`config.mk`:
```
export PLATFORM = sky130hd
export DESIGN_NAME = mem_port_arbiter
export DESIGN_NICKNAME = d
export VERILOG_FILES = /design/src/rtl/mem_port_arbiter_pkg.sv /design/src/rtl/mem_port_arbiter_arb_select.sv /design/src/rtl/mem_port_arbiter.sv
export SDC_FILE = /design/constraint.sdc
export NUM_CORES = 1
export LEC_CHECK = 0
export ABC_AREA = 0
export CAP_MARGIN = 20
export CORE_AREA = 5 5 103 105
export DETAILED_ROUTE_END_ITERATION = 10
export DIE_AREA = 0 0 108 110
export GPL_ROUTABILITY_DRIVEN = 0
export GPL_TIMING_DRIVEN = 0
export PLACE_DENSITY = 0.7
export SLEW_MARGIN = 20
export SYNTH_ARGS = -nofsm -noshare
export SYNTH_HDL_FRONTEND = slang
export SYNTH_HIERARCHICAL = 1
export SYNTH_SLANG_ARGS = --single-unit
```
`constraint.sdc`:
```
create_clock -name clk -period 2.1 [get_ports clk]
set_input_delay 0.315 -clock clk [delete_from_list [all_inputs] [get_ports clk]]
set_output_delay 0.315 -clock clk [all_outputs]
set_load 0.05 [all_outputs]
```
`src/rtl/mem_port_arbiter_pkg.sv`:
```
// Shared types for the IM/DM single-port memory arbiter.
// Optional build macro: ARB_RR_EN (round-robin on contention instead of fixed DM priority).
package mem_port_arbiter_pkg;

   localparam int ADDR_W_DEF = 32;
   localparam int DATA_W_DEF = 32;

   typedef enum logic [1:0] {
      IDLE    = 2'd0,
      WAIT_IM = 2'd1,
      WAIT_DM = 2'd2
   } state_t;

   typedef enum logic {
      OWN_IM = 1'b0,
      OWN_DM = 1'b1
   } owner_t;

endpackage

```
`src/rtl/mem_port_arbiter_arb_select.sv`:
```
// Two-way requester selector: fixed DM priority, or round-robin when ARB_RR_EN is defined.
// Optional build macro: ARB_RR_EN (adds the last-grant input).
module mem_port_arbiter_arb_select
   import mem_port_arbiter_pkg::*;
(
   input  logic   i_im_req,
   input  logic   i_dm_req,
`ifdef ARB_RR_EN
   input  owner_t i_last,
`endif
   output logic   o_any,
   output owner_t o_sel
);

   // NOTE: every output gets a default first so no path through this block can infer a latch.
   always_comb begin
      o_any = i_im_req | i_dm_req;
      o_sel = OWN_IM;
      if (i_im_req && i_dm_req) begin
`ifdef ARB_RR_EN
         o_sel = (i_last == OWN_IM) ? OWN_DM : OWN_IM;
`else
         o_sel = OWN_DM;
`endif
      end else if (i_dm_req) begin
         o_sel = OWN_DM;
      end
   end

endmodule

```
`src/rtl/mem_port_arbiter.sv`:
```
// Shares one single-port memory between fetch (IM) and load/store (DM); one outstanding transaction.
// Optional build macro: ARB_RR_EN (round-robin on contention; default is fixed DM priority).
module mem_port_arbiter
   import mem_port_arbiter_pkg::*;
#(
   parameter int ADDR_W = ADDR_W_DEF,
   parameter int DATA_W = DATA_W_DEF
) (
   input  logic                clk,
   input  logic                rst,
   input  logic                im_req,
   input  logic [ADDR_W-1:0]   im_addr,
   output logic                im_gnt,
   output logic                im_rvalid,
   output logic [DATA_W-1:0]   im_rdata,
   input  logic                dm_req,
   input  logic                dm_we,
   input  logic [ADDR_W-1:0]   dm_addr,
   input  logic [DATA_W-1:0]   dm_wdata,
   input  logic [DATA_W/8-1:0] dm_be,
   output logic                dm_gnt,
   output logic                dm_rvalid,
   output logic [DATA_W-1:0]   dm_rdata,
   output logic                mem_req,
   output logic                mem_we,
   output logic [ADDR_W-1:0]   mem_addr,
   output logic [DATA_W-1:0]   mem_wdata,
   output logic [DATA_W/8-1:0] mem_be,
   input  logic                mem_ready,
   input  logic                mem_rvalid,
   input  logic [DATA_W-1:0]   mem_rdata,
   output logic                busy
);

   state_t r_state;
   state_t w_state_nxt;
   logic   w_any;
   owner_t w_sel;
   logic   w_issue_ok;
   logic   w_issue;
   logic   w_accept;
   logic   w_resp;

`ifdef ARB_RR_EN
   owner_t r_last;

   always_ff @(posedge clk) begin
      if (!rst)          r_last <= OWN_IM;
      else if (w_accept) r_last <= w_sel;
   end
`endif

   mem_port_arbiter_arb_select u_arb_select (
      .i_im_req (im_req),
      .i_dm_req (dm_req),
`ifdef ARB_RR_EN
      .i_last   (r_last),
`endif
      .o_any    (w_any),
      .o_sel    (w_sel)
   );

   // A new request may issue in the same cycle the outstanding one completes.
   assign w_issue_ok = rst && ((r_state == IDLE) || mem_rvalid);
   assign w_issue    = w_issue_ok && w_any;
   assign w_accept   = w_issue && mem_ready;
   assign w_resp     = rst && mem_rvalid && (r_state != IDLE);
   assign busy       = (r_state != IDLE);

   // NOTE: sequential state uses non-blocking assignment so every flop samples pre-edge values.
   always_ff @(posedge clk) begin
      if (!rst) r_state <= IDLE;
      else      r_state <= w_state_nxt;
   end

   always_comb begin
      w_state_nxt = r_state;
      if (w_accept)    w_state_nxt = (w_sel == OWN_DM) ? WAIT_DM : WAIT_IM;
      else if (w_resp) w_state_nxt = IDLE;
   end

   always_comb begin
      mem_req   = w_issue;
      mem_we    = 1'b0;
      mem_addr  = '0;
      mem_wdata = '0;
      mem_be    = '0;
      im_gnt    = w_accept && (w_sel == OWN_IM);
      dm_gnt    = w_accept && (w_sel == OWN_DM);
      im_rvalid = w_resp && (r_state == WAIT_IM);
      dm_rvalid = w_resp && (r_state == WAIT_DM);
      im_rdata  = '0;
      dm_rdata  = '0;
      if (w_issue) begin
         if (w_sel == OWN_DM) begin
            mem_we    = dm_we;
            mem_addr  = dm_addr;
            mem_wdata = dm_wdata;
            mem_be    = dm_be;
         end else begin
            mem_addr  = im_addr;
            mem_be    = '1;
         end
      end
      if (im_rvalid) im_rdata = mem_rdata;
      if (dm_rvalid) dm_rdata = mem_rdata;
   end

endmodule

```
; Yosys cells after proc, flatten, opt, wreduce, memory -nomap -nowiden
; Index checks and enable logic that the tools add are counted.
[totals]
ff_bits = 2
latchBits = 0
mem_bits_rw = 0
rom_bits = 0
input_bits = 139
output_inout_bits = 139
word_cells = 34
n_memories = 0
[op_classes]
add_sub_neg = 0
mul = 0
div_mod_pow = 0
magnitude_cmp = 0
n_eq_ne = 2
shift = 0
n_mux = 15
bitwise = 2
reduce_logical = 14
[ops]
columns = operator, count
row1 = 2-to-1 mux 32 bit, 6
row2 = logical AND 1 bit, 10
row3 = 2-to-1 mux 4 bit, 2
row4 = 2-to-1 mux 2 bit, 3
row5 = 2-to-1 mux 1 bit, 4
row6 = nonzero test 2 bit, 2
row7 = equality test 2 x 1 -> 1 bit (second input constant), 1
row8 = equality test 2 bit (second input constant), 1
row9 = zero test 2 bit, 1
row10 = logical OR 1 bit, 1
row11 = inverter 1 bit, 1
row12 = bitwise OR 1 bit, 1

; Longest topological paths before layout
; Gate-level depths: netlist (run 1).
[logic_depth]
ltp_word = 6
ltp_mapped = 5
depth_no_buf = 3

; Modules after synthesis
; The synthesis (run 1) kept the hierarchy.
[by_module_without_submodules]
columns = mod, instances, cells_per_inst, area_per_inst_um2, seq_area_each_um2
row1 = mem_port_arbiter, 1, 250, 1919.3, 40.0
row2 = mem_port_arbiter_arb_select, 1, 2, 10.0, 0.0

; Worst setup path after synthesis (run 1)
; OpenSTA, ideal clock, no wires.
[synth_timing]
path_type = input-to-output
startpoint = input port dm_req
endpoint = output port mem_addr[31]
arrival_time_ps = 1748
required_ps = 1785
setup_slack_ps = 37
cell_stages = 3
path_buffers = 0
path_cell_list = or2_1 nand2_2 nor3_1
[synth_between]
elab_chain_cells = 4
word_cells_on_any_way = 7
classes_between = mux (4) / bitwise (1) / reduce/logical (2)
[synth_lines]
columns = item, line
row1 = start: declaration, mem_port_arbiter.sv:16  ; input logic dm_req,
row2 = 2-to-1 mux 1 bit or logical AND 1 bit (tied branches), "mem_port_arbiter_arb_select.sv:25, mem_port_arbiter_arb_select.sv:19"
row3 = 2-to-1 mux 1 bit, mem_port_arbiter_arb_select.sv:19  ; if (i_im_req && i_dm_req) begin
row4 = 2-to-1 mux 32 bit, mem_port_arbiter.sv:95  ; if (w_sel == OWN_DM) begin
row5 = 2-to-1 mux 32 bit *, mem_port_arbiter.sv:94  ; if (w_issue) begin
row6 = end: declaration, mem_port_arbiter.sv:26  ; output logic [ADDR_W-1:0] mem_addr,
; Every way passes the cells marked *; elsewhere a longest branch is shown, timed or not.

; Worst setup path in the final report (run 1)
[layout_timing]
startpoint = input port dm_req
endpoint = output port mem_addr[25]
[layout_between]
elab_chain_cells = 4
word_cells_on_any_way = 7
classes_between = mux (4) / bitwise (1) / reduce/logical (2)
[layout_lines]
columns = item, line
row1 = 2-to-1 mux 1 bit or logical AND 1 bit (tied branches), "mem_port_arbiter_arb_select.sv:25, mem_port_arbiter_arb_select.sv:19"
row2 = 2-to-1 mux 1 bit *, mem_port_arbiter_arb_select.sv:19
row3 = net w_sel, mem_port_arbiter.sv:38  ; owner_t w_sel;
row4 = 2-to-1 mux 32 bit *, mem_port_arbiter.sv:95
row5 = 2-to-1 mux 32 bit *, mem_port_arbiter.sv:94
; The timed path passes the listed nets; every way through them passes the cells marked *.

==> results of run 1 <==
-- stage by stage --
stage,instances,worst slack (ns),cell area (um2)
2_1_floorplan,252,0.0374,1930
3_3_place_gp,662,-0.752,4870
3_5_place_dp,662,-0.787,4870
4_1_cts,666,0.000251,4670
5_1_grt,667,-0.00923,4790
6_report,667,0.0357,4790
-- timing repair --
action | 4_1_cts | 5_1_grt
hold buffers | 0 | 0
setup buffers | 1 | 0
hold endpoints to repair | 0 | 0
setup endpoints to repair | 138 | 133
resized for setup | 832 | 32
pin swaps | 0 | 1
-- final cells by class --
cell class | count | area, um2 | area share
multi-input cells | 220 | 1770 | 0.369
inverters | 1 | 3.75 | 0.000783
well taps | 133 | 166 | 0.0347
clock buffers | 3 | 41.3 | 0.00862
flip-flops and latches | 2 | 40.0 | 0.00836
repair buffers | 278 | 2480 | 0.518
plain buffers | 29 | 284 | 0.0593
diodes | 1 | 2.50 | 0.000522
-- layer usage --
metal,routed length (um),part of all wire
met1,3970,0.35
met2,6010,0.53
met3,1050,0.093
met4,314,0.028
met5,0,0
-- path summary, 6_finish.rpt --
kind	startpoint	endpoint	slack, ns	depth (start not counted)
setup / recovery	dm_req	mem_addr[25]	0.04	7
hold / removal	mem_rvalid	r_state[1]	0.52	3
setup reg to reg	r_state[0]	r_state[0]	1.26	2
hold reg to reg	r_state[1]	r_state[1]	0.56	2
-- cell usage after synthesis (all sizes together) --
master   n
nor3    69
and2    64
nand2   36
mux2i   32
buf     28
nor2b    6
and4b    2
dfxtp    2
nor2     2
or2      2
a41o     1
and3b    1
clkbuf   1
inv      1
nand2b   1
nand4    1
nor4     1
o21ba    1
o22ai    1
-- worst max-delay path, stage by stage --
cell             delay, ns
clkdlybuf4s50_1       0.49
buf_2                 0.16
buf_6                 0.13
buf_12                0.15
mux2i_4               0.24
nor3_2                0.05
buf_4                 0.19
-- power by group through the flow --
stage / clock [uW] / combinational (uW) / sequential [uW]
2_1_floorplan: 0 / 588 / 42.5
3_3_place_gp: 0 / 1060 / 42.9
3_5_place_dp: 0 / 1080 / 43.6
4_1_cts: 166 / 1070 / 43.0
5_1_grt: 169 / 1150 / 43.4
6_report: 160 / 1090 / 43.1
-- cells by family after synthesis --
| logic type | Yosys count | synth area share |
|---|---|---|
| muxes | 32 | 0.166 |
| buffers and inverters | 30 | 0.110 |
| and+or+nand+nor | 185 | 0.689 |
| AOI/OAI and AO/OA | 3 | 0.0136 |
| DFF | 2 | 0.0208 |
==> metrics.csv, run 1 <==
metric,value,unit
vias_per_cell,4.30,
rsz0062_at_grt,true,
final_common_cell,clkdlybuf4s50_1,
die_w,108,um
crit_type,in2out,
tightest_slew,0.582,ns
drt_iter0_drc,52,
grt_usage,0.173,
cts_buffers,3,
grt_busiest_layer,met2,
final_antenna_net_count,0,
period_share,0.983,
synth-warning-count,6,
startpoint_type,input port,
setup_violations,0,
cts.path.max_buffers,2,
hold_violations,0,
synth_area_leaders,"nor3_2 35%, and2_1 21%, mux2i_1 17%, nand2_1 6.8%, buf_6 5.8%",
synth_cell_types,24,
syn_avg_cell_area,7.66,um2
cts_num_sinks,2,
fill_cells,981,
grt.met1_usage,0.182,
clkLatencyLatePin,0.22,ns
clkTransAtPathRegs,0.03,ns
syn-instance-count,252,
synth.ff_latch_count,2,
powerDensity,270,mW/mm2
synth_seq_area_share,0.0208,
switching_power,643,uW
core_area,0.00955,mm2
hold_slack,0.517,ns
layout_min_cycle_time,2.06,ns
fin_nets,674,
syn_area,0.00193,mm2
cp.arrival,1.75,ns
antenna_found_initial,1,
fin_skew,0.00299,ns
largest_reg_flops,2,
netlist.area_leader.share,0.348,
crit_required,1.78,ns
htree_levels,1,
timing.fmax,484,MHz
drc,0,
die_h,110,um
endpoint_kind,primary output,
final_util,0.502,
io_buffers,277,
p_leak,0.00222,uW
mostFrequentLayoutCells,"137 x clkdlybuf4s50_1, 121 x buf_4, 66 x nor3_2",
setup_tns,0,ns
syn_to_final_growth,148,%
cts_tree,done,
grt_pass1_vias,2864,
max-cap-violations,0,
num_rows,36,
path_max_fanout,10,
top_regs,r_state: 2 flops,
vias,2869,
p_comb_frac,0.844,
power.total,1300,uW
synth_nets,391,
yosys.area.top_type,nor3_2,
die-area,0.0119,mm2
drv_slew,0,
vdd_drop_max,0.000110,V
internal-power,652,uW
root_buffer,clkbuf_8,
ios,278,
grt_pass1_wl,16100,um
grt_max_degree,11,
initial_core_util,0.202,
swShare,0.496,
use_met3,0.0495,
wl,11300,um
hpwlAfterDp,9940,um
hp-class,in2reg,
drtPass1Iterations,4,
seq_power_share,0.033,
largest_register,r_state,
relSlewSlack,0.611,
wl_per_cell,17.0,um
run_status,"complete, no violations",
clockPowerShare,0.123,
use_met2,0.327,
grt_overflow,0,
drive_gt1_frac,0.475,
Power figures use the tool's default switching activity.
==> run 2: changes to the inputs <==
--- a/config.mk
+++ b/config.mk
@@ -7,12 +7,12 @@
 export LEC_CHECK = 0
 export ABC_AREA = 0
 export CAP_MARGIN = 20
-export CORE_AREA = 5 5 103 105
+export CORE_AREA = 5 5 106 108
 export DETAILED_ROUTE_END_ITERATION = 10
-export DIE_AREA = 0 0 108 110
+export DIE_AREA = 0 0 111 113
 export GPL_ROUTABILITY_DRIVEN = 0
 export GPL_TIMING_DRIVEN = 0
-export PLACE_DENSITY = 0.7
+export PLACE_DENSITY = 0.69
 export SLEW_MARGIN = 20
 export SYNTH_ARGS = -nofsm -noshare
 export SYNTH_HDL_FRONTEND = slang
==> constraint.sdc (replaced) <==
create_clock -name clk -period 1.7 [get_ports clk]
set_input_delay 0.255 -clock clk [delete_from_list [all_inputs] [get_ports clk]]
set_output_delay 0.255 -clock clk [all_outputs]
set_load 0.05 [all_outputs]
==> metrics.csv, run 2 (synthesis gave the netlist of run 1 again) <==
metric,value,unit,change
internal-power,1060,uW,+62%
cts_buffers,3,,unchanged
final_antenna_net_count,0,,unchanged
drtPass1Iterations,4,,unchanged
root_buffer,clkbuf_8,,
setup_violations,11,,+11
crit_type,reg2out,,
initial_core_util,0.190,,-0.0117
vias,3006,,+4.8%
fin_ws,-0.0227,ns,-0.0584 ns
cts_tree,done,,
core_area,0.0101,mm2,+6.2%
final_common_cell,clkdlybuf4s50_1,,
period_share,1.01,,
seq_power_share,0.027,,-0.006
largest_reg_flops,2,,unchanged
violations,negative setup slack,,
hp-class,in2reg,,
grt_pass1_wl,18300,um,+14%
hold_slack,0.596,ns,+0.0790 ns
drive_gt1_frac,0.526,,+0.0517
grt_overflow,0,,unchanged
swShare,0.479,,-0.0180
wl_per_cell,17.8,um,+4.7%
cts_num_sinks,2,,unchanged
drv_slew,0,,unchanged
largest_register,r_state,,
vias_per_cell,4.39,,+2.0%
run_status,finished with violations,,
place_inst,665,,+0.45%
p_leak,0.00254,uW,+15%
rsz0062_at_grt,true,,
die_h,113,um,+2.7%
mostFrequentLayoutCells,"134 x clkdlybuf4s50_1, 90 x buf_6, 68 x nor3_4",,
top_regs,r_state: 2 flops,,
clockPowerShare,0.091,,-0.032
tightest_slew,0.588,ns,+0.00683 ns
powerDensity,332,mW/mm2,+23%
cp.arrival,1.47,ns,-0.28 ns
p_comb_frac,0.882,,+0.038
grt_usage,0.182,,+0.00821
hold_violations,0,,unchanged
endpoint_kind,primary output,,
wl,12200,um,+7.5%
crit_required,1.44,ns,-0.34 ns
num_antenna_cells,0,,-1
drt_iter0_drc,108,,+110%
vdd_drop_max,0.000191,V,+73%
startpoint_type,flop,,
path_max_fanout,6,,-4
die-area,0.0125,mm2,+5.6%
final_cells,685,,+2.7%
clkLatencyLatePin,0.21,ns,about the same
power.total,2020,uW,+56%
fill_cells,832,,-15%
timing.fmax,580,MHz,
final_cell_area,0.00609,mm2,+27%
layout_min_cycle_time,1.72,ns,
antenna_found_initial,0,,-1
drc,0,,unchanged
relSlewSlack,0.609,,-0.00178
htree_levels,1,,unchanged
die_w,111,um,+2.8%
grt_max_degree,11,,unchanged
hpwlAfterDp,9880,um,-0.67%
syn_to_final_growth,216,%,
ios,278,,unchanged
place_area,0.00528,mm2,+8.5%
fin_nets,690,,+2.4%
grt_pass1_vias,3246,,+13%
clkTransAtPathRegs,0.03,ns,about the same
num_rows,37,,+2.8%
cts.path.max_buffers,2,,unchanged
io_buffers,277,,unchanged
pre_cts_slack,-1.23,ns,-0.442 ns
fin_skew,0.00267,ns,-0.000325 ns
max-cap-violations,0,,unchanged
switching_power,968,uW,+51%
==> run 2: worst paths after layout <==
check,end,slack [ns],cells after the start,start
worst max-delay path,mem_addr[11],-0.02,5,r_state[0]
worst min-delay path,r_state[1],0.60,3,mem_rvalid
worst max register to register,r_state[0],0.83,3,r_state[1]
worst min register to register,r_state[1],0.63,2,r_state[0]
==> run 2: stage by stage <==
stage / utilization / TNS [ns]
floorplan: - / -0.728
global placement: 0.521 / -133.78
detailed placement: 0.521 / -136.35
CTS: 0.585 / -1.21
global route: 0.601 / -1.86
finish: 0.601 / -0.107
==> run 2: worst max-delay path, stage by stage (launching register included) <==
cell and delay, ns:
dfxtp_2 0.33, o21ba_4 0.26, buf_12 0.16, buf_16 0.15
nor3_4 0.18, buf_6 0.18
==> run 2: layer usage <==
layer	vias up	routed length, um	GRT usage
met5	-	0	0
met4	0	384	0.0616
met3	20	856	0.0390
met2	151	6800	0.362
met1	1370	4160	0.186
li1	1465	-	-
==> run 2: power groups by stage <==
stage,logic (uW),registers [uW],clock network [uW]
floorplan,869,52.5,0
global placement,1460,53.1,0
detailed placement,1480,53.6,0
CTS,1750,53.8,194
global route,1870,54.5,195
finish,1780,53.7,185
==> run 2: layout make-up <==
type / instances / area (um2) / area share
Tap cell: 136 / 170 / 0.0279
Timing Repair Buffer: 295 / 3070 / 0.503
Multi-Input combinational cell: 220 / 2350 / 0.385
Clock buffer: 3 / 41.3 / 0.00677
Inverter: 1 / 3.75 / 0.000616
Buffer: 28 / 424 / 0.0696
Sequential cell: 2 / 42.5 / 0.00698
==> run 2: timing repair <==
item	in CTS	in global routing
gates resized for setup	1000	40
gates cloned	7	4
hold buffers	0	0
pin swaps	35	32
buffers inserted	7	0
endpoints found under the setup margin	139	99
==> run 3: changes to the inputs <==
--- a/config.mk
+++ b/config.mk
@@ -8,6 +8,7 @@
 export ABC_AREA = 0
 export CAP_MARGIN = 20
 export CORE_AREA = 5 5 106 108
+export CTS_BUF_LIST = sky130_fd_sc_hd__clkbuf_8
 export DETAILED_ROUTE_END_ITERATION = 10
 export DIE_AREA = 0 0 111 113
 export GPL_ROUTABILITY_DRIVEN = 0
==> results of run 3 <==
Final layout, timing and power as in run 2 (identical DEF).
